[src/rtl/ccc_pkg.sv]
// ccc_pkg: shared constants and types for the 2821 card-read column buffer.
//   CARD_COLS : columns per punched card
//   COL_AW    : column index width (2**COL_AW >= CARD_COLS)
//   state_t   : card-cycle state encoding
package ccc_pkg;

    localparam int unsigned CARD_COLS = 80;
    localparam int unsigned COL_AW    = 7;

    typedef enum logic [1:0] {
        IDLE  = 2'd0,
        FILL  = 2'd1,
        DRAIN = 2'd2,
        DONE  = 2'd3
    } state_t;

endpackage

[src/rtl/card_buffer_ram.sv]
// card_buffer_ram: DEPTH x DW card image store, one write port and one
// synchronous read port (one-cycle latency). Contents are not reset.
//   clk   : clock
//   we    : write enable
//   waddr : write column index
//   wdata : write byte
//   raddr : read column index, sampled on the rising edge
//   rdata : registered read byte
module card_buffer_ram
    import ccc_pkg::*;
#(
    parameter int unsigned DEPTH = CARD_COLS,
    parameter int unsigned AW    = COL_AW,
    parameter int unsigned DW    = 8
) (
    input  logic          clk,
    input  logic          we,
    input  logic [AW-1:0] waddr,
    input  logic [DW-1:0] wdata,
    input  logic [AW-1:0] raddr,
    output logic [DW-1:0] rdata
);

    logic [DW-1:0] mem [DEPTH];

    // Write-first ordering is irrelevant: reads and writes occur in different card phases.
    always_ff @(posedge clk) begin
        if (we) begin
            mem[waddr] <= wdata;
        end
        rdata <= mem[raddr];
    end

endmodule

[src/rtl/card_read_buffer.sv]
// card_read_buffer: collects one translated byte plus bad-punch flag per card
// column, then streams the card image to the channel over valid/ready.
//   i_clk, i_reset      : clock, synchronous active-low reset
//   i_start             : begin card cycle (IDLE only)
//   i_col_valid/i_ebcdic/i_bad : translator column byte and multi-punch flag
//   o_out_valid/o_out_data/i_out_ready : channel byte handshake
//   i_out_stop          : channel stop, truncates the transfer
//   o_busy, o_done      : card cycle in progress / end-of-cycle pulse
//   o_read_check, o_bad_col : sticky bad-punch flag and first bad column
//   o_count             : bytes accepted by the channel this card
//   o_overrun           : sticky column-outside-FILL flag
module card_read_buffer
    import ccc_pkg::*;
#(
    parameter int unsigned COLS = CARD_COLS,
    parameter int unsigned AW   = COL_AW
) (
    input  logic          i_clk,
    input  logic          i_reset,
    input  logic          i_start,
    input  logic          i_col_valid,
    input  logic [7:0]    i_ebcdic,
    input  logic          i_bad,
    output logic          o_busy,
    output logic          o_out_valid,
    output logic [7:0]    o_out_data,
    input  logic          i_out_ready,
    input  logic          i_out_stop,
    output logic          o_done,
    output logic          o_read_check,
    output logic [AW-1:0] o_bad_col,
    output logic [AW:0]   o_count,
    output logic          o_overrun
);

    localparam logic [AW-1:0] LAST_COL = AW'(COLS - 1);

    state_t        state;
    logic [AW-1:0] wptr;
    logic [AW-1:0] rptr;
    logic [AW-1:0] raddr;
    logic [7:0]    rdata;
    logic          we;
    logic          handshake;

    assign we        = (state == FILL) && i_col_valid;
    assign handshake = o_out_valid && i_out_ready;

    // Prefetch the next column on a handshake so the channel sees no bubbles.
    always_comb begin
        raddr = rptr;
        if ((state == DRAIN) && handshake && (rptr != LAST_COL)) begin
            raddr = rptr + AW'(1);
        end
    end

    // RAM output is the channel byte; forced to zero while no byte is offered.
    assign o_out_data = o_out_valid ? rdata : 8'h00;

    card_buffer_ram #(
        .DEPTH (COLS),
        .AW    (AW),
        .DW    (8)
    ) u_ram (
        .clk   (i_clk),
        .we    (we),
        .waddr (wptr),
        .wdata (i_ebcdic),
        .raddr (raddr),
        .rdata (rdata)
    );

    // Card-cycle FSM with pointers and status flags.
    always_ff @(posedge i_clk) begin
        if (!i_reset) begin
            state        <= IDLE;
            wptr         <= '0;
            rptr         <= '0;
            o_busy       <= 1'b0;
            o_out_valid  <= 1'b0;
            o_done       <= 1'b0;
            o_read_check <= 1'b0;
            o_bad_col    <= '0;
            o_count      <= '0;
            o_overrun    <= 1'b0;
        end else begin
            o_done <= 1'b0;
            case (state)
                IDLE: begin
                    if (i_start) begin
                        state        <= FILL;
                        o_busy       <= 1'b1;
                        wptr         <= '0;
                        rptr         <= '0;
                        o_read_check <= 1'b0;
                        o_bad_col    <= '0;
                        o_count      <= '0;
                        // A column alongside start is still early, so it counts as overrun.
                        o_overrun    <= i_col_valid;
                    end else if (i_col_valid) begin
                        o_overrun <= 1'b1;
                    end
                end
                FILL: begin
                    if (i_col_valid) begin
                        if (i_bad && !o_read_check) begin
                            o_read_check <= 1'b1;
                            o_bad_col    <= wptr;
                        end
                        if (wptr == LAST_COL) begin
                            state <= DRAIN;
                        end else begin
                            wptr <= wptr + AW'(1);
                        end
                    end
                end
                DRAIN: begin
                    if (i_col_valid) begin
                        o_overrun <= 1'b1;
                    end
                    if (handshake) begin
                        o_count <= o_count + (AW+1)'(1);
                        if (rptr != LAST_COL) begin
                            rptr <= rptr + AW'(1);
                        end
                    end
                    if (i_out_stop || (handshake && (rptr == LAST_COL))) begin
                        state       <= DONE;
                        o_out_valid <= 1'b0;
                        o_busy      <= 1'b0;
                        o_done      <= 1'b1;
                    end else begin
                        // First DRAIN cycle fetches column 0; valid follows one cycle later.
                        o_out_valid <= 1'b1;
                    end
                end
                DONE: begin
                    if (i_col_valid) begin
                        o_overrun <= 1'b1;
                    end
                    state <= IDLE;
                end
                default: begin
                    state <= IDLE;
                end
            endcase
        end
    end

endmodule

[config.mk]
export PLATFORM = sky130hd
export DESIGN_NAME = card_read_buffer
export DESIGN_NICKNAME = d
export VERILOG_FILES = /design/src/rtl/ccc_pkg.sv /design/src/rtl/card_buffer_ram.sv /design/src/rtl/card_read_buffer.sv
export SDC_FILE = /design/constraint.sdc
export NUM_CORES = 1
export LEC_CHECK = 0
export ABC_AREA = 0
export CORE_ASPECT_RATIO = 0.75
export CORE_MARGIN = 4
export CORE_UTILIZATION = 40
export CTS_CLUSTER_DIAMETER = 100
export CTS_CLUSTER_SIZE = 20
export DETAILED_ROUTE_END_ITERATION = 8
export PLACE_DENSITY = 0.65
export REMOVE_ABC_BUFFERS = 1
export SLEW_MARGIN = 20
export SYNTH_ARGS = -nofsm -noshare
export SYNTH_HDL_FRONTEND = slang
export SYNTH_HIERARCHICAL = 1
export SYNTH_SLANG_ARGS = --single-unit
[constraint.sdc]
create_clock -name i_clk -period 3.9 [get_ports i_clk]
set_input_delay 0.78 -clock i_clk [delete_from_list [all_inputs] [get_ports i_clk]]
set_output_delay 0.78 -clock i_clk [all_outputs]
set_load 0.05 [all_outputs]
==> Implementation_results.wiki <==
{| class="wikitable"
! Metric !! Value
|-
| Net switching share of the total power || 22.0%
|-
| Buffers on Ports || 42
|-
| Leakage power figure || 0.00942 µW
|-
| Reg clk slew, reported paths || 90 ps
|-
| Achievable Freq || about 0.28 GHz
|-
| Post-layout nets || between 1,500 and 2,000
|-
| Synth Warn # || 6
|-
| Sw power || around 2900 µW
|-
| Depth of the worst register-to-register path || 13
|-
| Crit path kind || reg -> reg
|-
| Vias per Instance || 5.64
|-
| Initial core utilization || 40.4%
|-
| Storage element area || 0.0201 mm²
|-
| Worst clock skew || about 25 ps
|-
| Height of the chip || 233 µm
|-
| Final Hold Vio Count || 0
|-
| Detailed router's first-iteration violation count || 1,582
|-
| Final cell utilization of the core || 46.2%
|-
| Total number of H-tree levels || 2
|-
| Area occupied by multi-input gates || 0.00648 mm²
|-
| Site row count || between 80 and 90
|-
| Critical path data arrival time || 4080 ps
|-
| Detailed-route wire length || 63,500 µm
|-
| Synthesis-stage register bit count || 684
|-
| Layout overhead on the synthesized area || 14.4%
|-
| Total global routing overflow || 0
|-
| Synthesized area per cell || 20.1 µm²
|-
| Internal Dissipation || 10,300 µW
|-
| Post-DP HPWL || 42,200 µm
|-
| Startpoint type of the worst setup path || register
|-
| Async S/R FF share, synth || 0%
|-
| Count of antenna diodes in the layout || 0
|-
| FF-to-FF End || u_ram/rdata[1]
|-
| Result of the run || complete, no violations
|-
| Power share of the combinational group || between 6 and 7%
|-
| WL per Instance || between 20 and 30 µm
|-
| Hold Crit Class || reg -> reg
|-
| Layout Cells excl Fill || roughly 2,400
|-
| Clock tree sinks || 684
|-
| Post-CTS Repair Setup Buffers || 0
|-
| Fraction of the cycle the final worst path needs || 92.6%
|-
| Number of antenna violations at the first check in global routing || 1
|-
| Worst Hold Path Cells || 2
|-
| Cell accounting for the most synthesized area || sky130_fd_sc_hd__edfxtp_1
|-
| Width of the die || between 300 and 400 µm
|-
| Largest cells by area after synthesis || sky130_fd_sc_hd__edfxtp_1 (71%), sky130_fd_sc_hd__mux4_2 (14%), sky130_fd_sc_hd__dfxtp_1 (3.3%), sky130_fd_sc_hd__a22oi_1 (1.5%), sky130_fd_sc_hd__mux2i_1 (1.3%)
|-
| Num CTS Buffers || 40
|-
| Number of global-route vias before repair || about 14,000
|-
| Die area || around 0.07 mm²
|-
| Kind of end point of the critical path || register
|-
| Total of endpoints with negative setup slack in the final report || 0
|-
| Last weighted congestion value of the routability-driven placer || 0.877
|-
| Max rail drop VDD || 0.377 mV
|-
| Floorplan core area || 0.0667 mm²
|-
| Dominant synthesized flop cell || sky130_fd_sc_hd__edfxtp_1
|-
| Period minus WS final || between 3000 and 4000 ps
|-
| Gates resized, CTS repair || 0
|-
| Number of top-level pins || 43
|-
| Reg2reg setup slack || between 200 and 300 ps
|-
| Clock Power Share || 32.2%
|-
| Max Cap Viol || 0
|-
| Post-route ant nets || 0
|-
| Global-route total usage across every layer || 17.8%
|-
| Yosys cell types || slightly below 60
|-
| First-pass GRT wire length || between 90,000 and 100,000 µm
|-
| Fraction of final layout cells with drive strength greater than 1 || roughly a quarter
|-
| Post-synth design cell area || 0.0269 mm²
|-
| Slew at the pin closest to its max-slew limit || ~900 ps
|-
| Required time of the critical path || 4360 ps
|-
| Worst skew pair latency || between 500 and 600 ps
|-
| First-pass iteration count of the detailed router || 5
|-
| Max-slew violation count || 0
|-
| Cell count after synthesis || 1,342
|-
| Worst-path fanout max || 16
|-
| Largest net degree at the start of global routing || a little over 80
|-
| Root Buffer Master || sky130_fd_sc_hd__clkbuf_16
|-
| Cell count after placement || about 2,400
|-
| Filler instances || 5,603
|-
| Relative slew slack || a little under 40%
|-
| DRC || 0
|-
| CTS tree || yes
|-
| Unrepaired setup endpoints after global routing || false
|-
| Share of synthesized area occupied by flip-flops and latches || 74.7%
|-
| Synth top area share || 71.4%
|-
| Endpoint, Worst Hold || o_overrun
|-
| Hold-fix buffers, CTS || 0
|-
| Count of flip-flops with a built-in enable after synthesis || 640
|-
| Hold Path Origin || o_overrun
|-
| Worst reg2reg path startpoint || rptr[1]
|-
| Sequential Power Share || 61.2%
|-
| Detailed-route via count || approximately 14,000
|-
| Maximum count of clock buffers along a single path || 3
|-
| Total power density per cell area || 430 mW/mm²
|}
[synth_stat cells, drive strengths merged, types with 2 or more instances]
library cell,n
edfxtp,640
mux4,168
nor2,94
a22oi,55
buf,48
dfxtp,44
nand2,41
mux2i,36
nand3,21
clkbuf,20
nor2b,16
nand4,14
and2,13
nand2b,13
xnor2,12
ha,9
a21oi,8
a221oi,8
nor3,7
a211oi,6
inv,6
a21boi,5
and3,5
nor3b,4
o21ai,4
or4,4
a2111oi,3
a22o,3
and3b,3
o211ai,3
o31ai,3
xor2,3
a21o,2
a31oi,2
mux2,2
o21a,2
or2,2
or3,2
[per-layer routing]
layer / share of wire, % / vias to the layer above / GRT usage [%]
met2: 44 / 517 / 25.7
met5: 0 / - / 0
met4: 1.5 / 0 / 3.44
met1: 45 / 7317 / 27.0
met3: 9.5 / 67 / 5.15
li1: - / 5902 / -
[cells in the final DEF (no fill, tap or decap), types with 5 or more instances in the layout]
master | Yosys | layout
sky130_fd_sc_hd__nor2b_1 | 16 | 16
sky130_fd_sc_hd__clkdlybuf4s50_1 | 0 | 34
sky130_fd_sc_hd__nand2_1 | 41 | 41
sky130_fd_sc_hd__nand4_1 | 14 | 14
sky130_fd_sc_hd__a22oi_1 | 55 | 55
sky130_fd_sc_hd__edfxtp_1 | 640 | 640
sky130_fd_sc_hd__mux2i_1 | 36 | 36
sky130_fd_sc_hd__mux4_2 | 168 | 168
sky130_fd_sc_hd__clkbuf_1 | 20 | 22
sky130_fd_sc_hd__xnor2_1 | 12 | 10
sky130_fd_sc_hd__and2_1 | 12 | 12
sky130_fd_sc_hd__a221oi_1 | 8 | 8
sky130_fd_sc_hd__ha_1 | 9 | 9
sky130_fd_sc_hd__buf_2 | 26 | 6
sky130_fd_sc_hd__dfxtp_1 | 44 | 44
sky130_fd_sc_hd__nor2_1 | 94 | 94
sky130_fd_sc_hd__nor3_1 | 7 | 7
sky130_fd_sc_hd__a211oi_1 | 5 | 5
sky130_fd_sc_hd__a21oi_1 | 8 | 8
sky130_fd_sc_hd__clkbuf_16 | 0 | 41
sky130_fd_sc_hd__nand2b_1 | 13 | 13
sky130_fd_sc_hd__inv_1 | 6 | 6
sky130_fd_sc_hd__buf_12 | 0 | 15
sky130_fd_sc_hd__nand3_1 | 20 | 20
sky130_fd_sc_hd__buf_4 | 4 | 169
[layout make-up]
class	instances	share of cell area (%)
flip-flops and latches	684	65.3
multi-input cells	584	21.1
repair buffers	224	6.30
clock buffers	63	3.60
well taps	882	3.58
clock inverters	3	0.110
inverters	6	0.0731
[per-stage QoR]
| stage | setup TNS, ps | setup WS (ps) | power, µW | area, µm² | hold WS, ps |
|---|---|---|---|---|---|
| 6_report | 0 | 288 | 13200 | 30800 | 502 |
| 5_1_grt | 0 | 79.9 | 13700 | 30800 | 531 |
| 4_1_cts | 0 | 309 | 13400 | 30800 | 505 |
| 3_5_place_dp | -353 | -139 | 9140 | 29600 | 487 |
| 3_3_place_gp | -295 | -130 | 9120 | 29600 | 473 |
| 2_1_floorplan | -87570 | -10950 | 8740 | 26600 | 468 |
[sequential cells by signal, indices dropped and copies added (netlist names)]
name          flops
o_overrun         1
rptr              7
o_busy            1
o_out_valid       1
o_count           8
wptr              7
o_done            1
o_read_check      1
u_ram/rdata       8
o_bad_col         7
state             2
u_ram/mem       640
[logic make-up after synthesis]
kind of cell,after synthesis,synth area share (%)
AOI/OAI and AO/OA,110,3.07
xor gates and xnor gates,15,0.488
adders and majority gates,9,0.418
buffers and inverters,74,1.40
DFF,684,74.7
muxes,206,15.5
and+or+nand+nor,244,4.50
[power by group through the flow]
stage	Combinational, µW	Sequential [µW]	Clock, µW
2_1_floorplan	424	8320	0
3_3_place_gp	841	8280	0
3_5_place_dp	858	8280	0
4_1_cts	863	8110	4380
5_1_grt	925	8120	4670
6_report	862	8110	4270
[worst max path at each step]
stage / startpoint / endpoint / slack (ps) / cells past startpoint
final: rptr[1] / u_ram/rdata[1] / 290 / 13
after global routing: rptr[1] / u_ram/rdata[1] / 80 / 13
after CTS: rptr[1] / u_ram/rdata[1] / 310 / 13
after detailed placement: i_out_ready / u_ram/rdata[1] / -140 / 13
after global placement: i_out_ready / u_ram/rdata[1] / -130 / 12
after floorplan: o_out_valid / u_ram/rdata[6] / -10950 / 9
[worst max-delay path: stages (launching register included)]
cell and delay [ps]:
sky130_fd_sc_hd__dfxtp_1 370, sky130_fd_sc_hd__ha_1 250, sky130_fd_sc_hd__and3_1 310, sky130_fd_sc_hd__a21oi_1 270
sky130_fd_sc_hd__buf_4 220, sky130_fd_sc_hd__nand2_1 110, sky130_fd_sc_hd__xnor2_2 230, sky130_fd_sc_hd__buf_4 310
sky130_fd_sc_hd__mux4_2 450, sky130_fd_sc_hd__a22oi_1 270, sky130_fd_sc_hd__buf_4 160, sky130_fd_sc_hd__nand4_1 90
sky130_fd_sc_hd__a22oi_1 350, sky130_fd_sc_hd__nand2_1 90
Power figures use the tool's default switching activity.
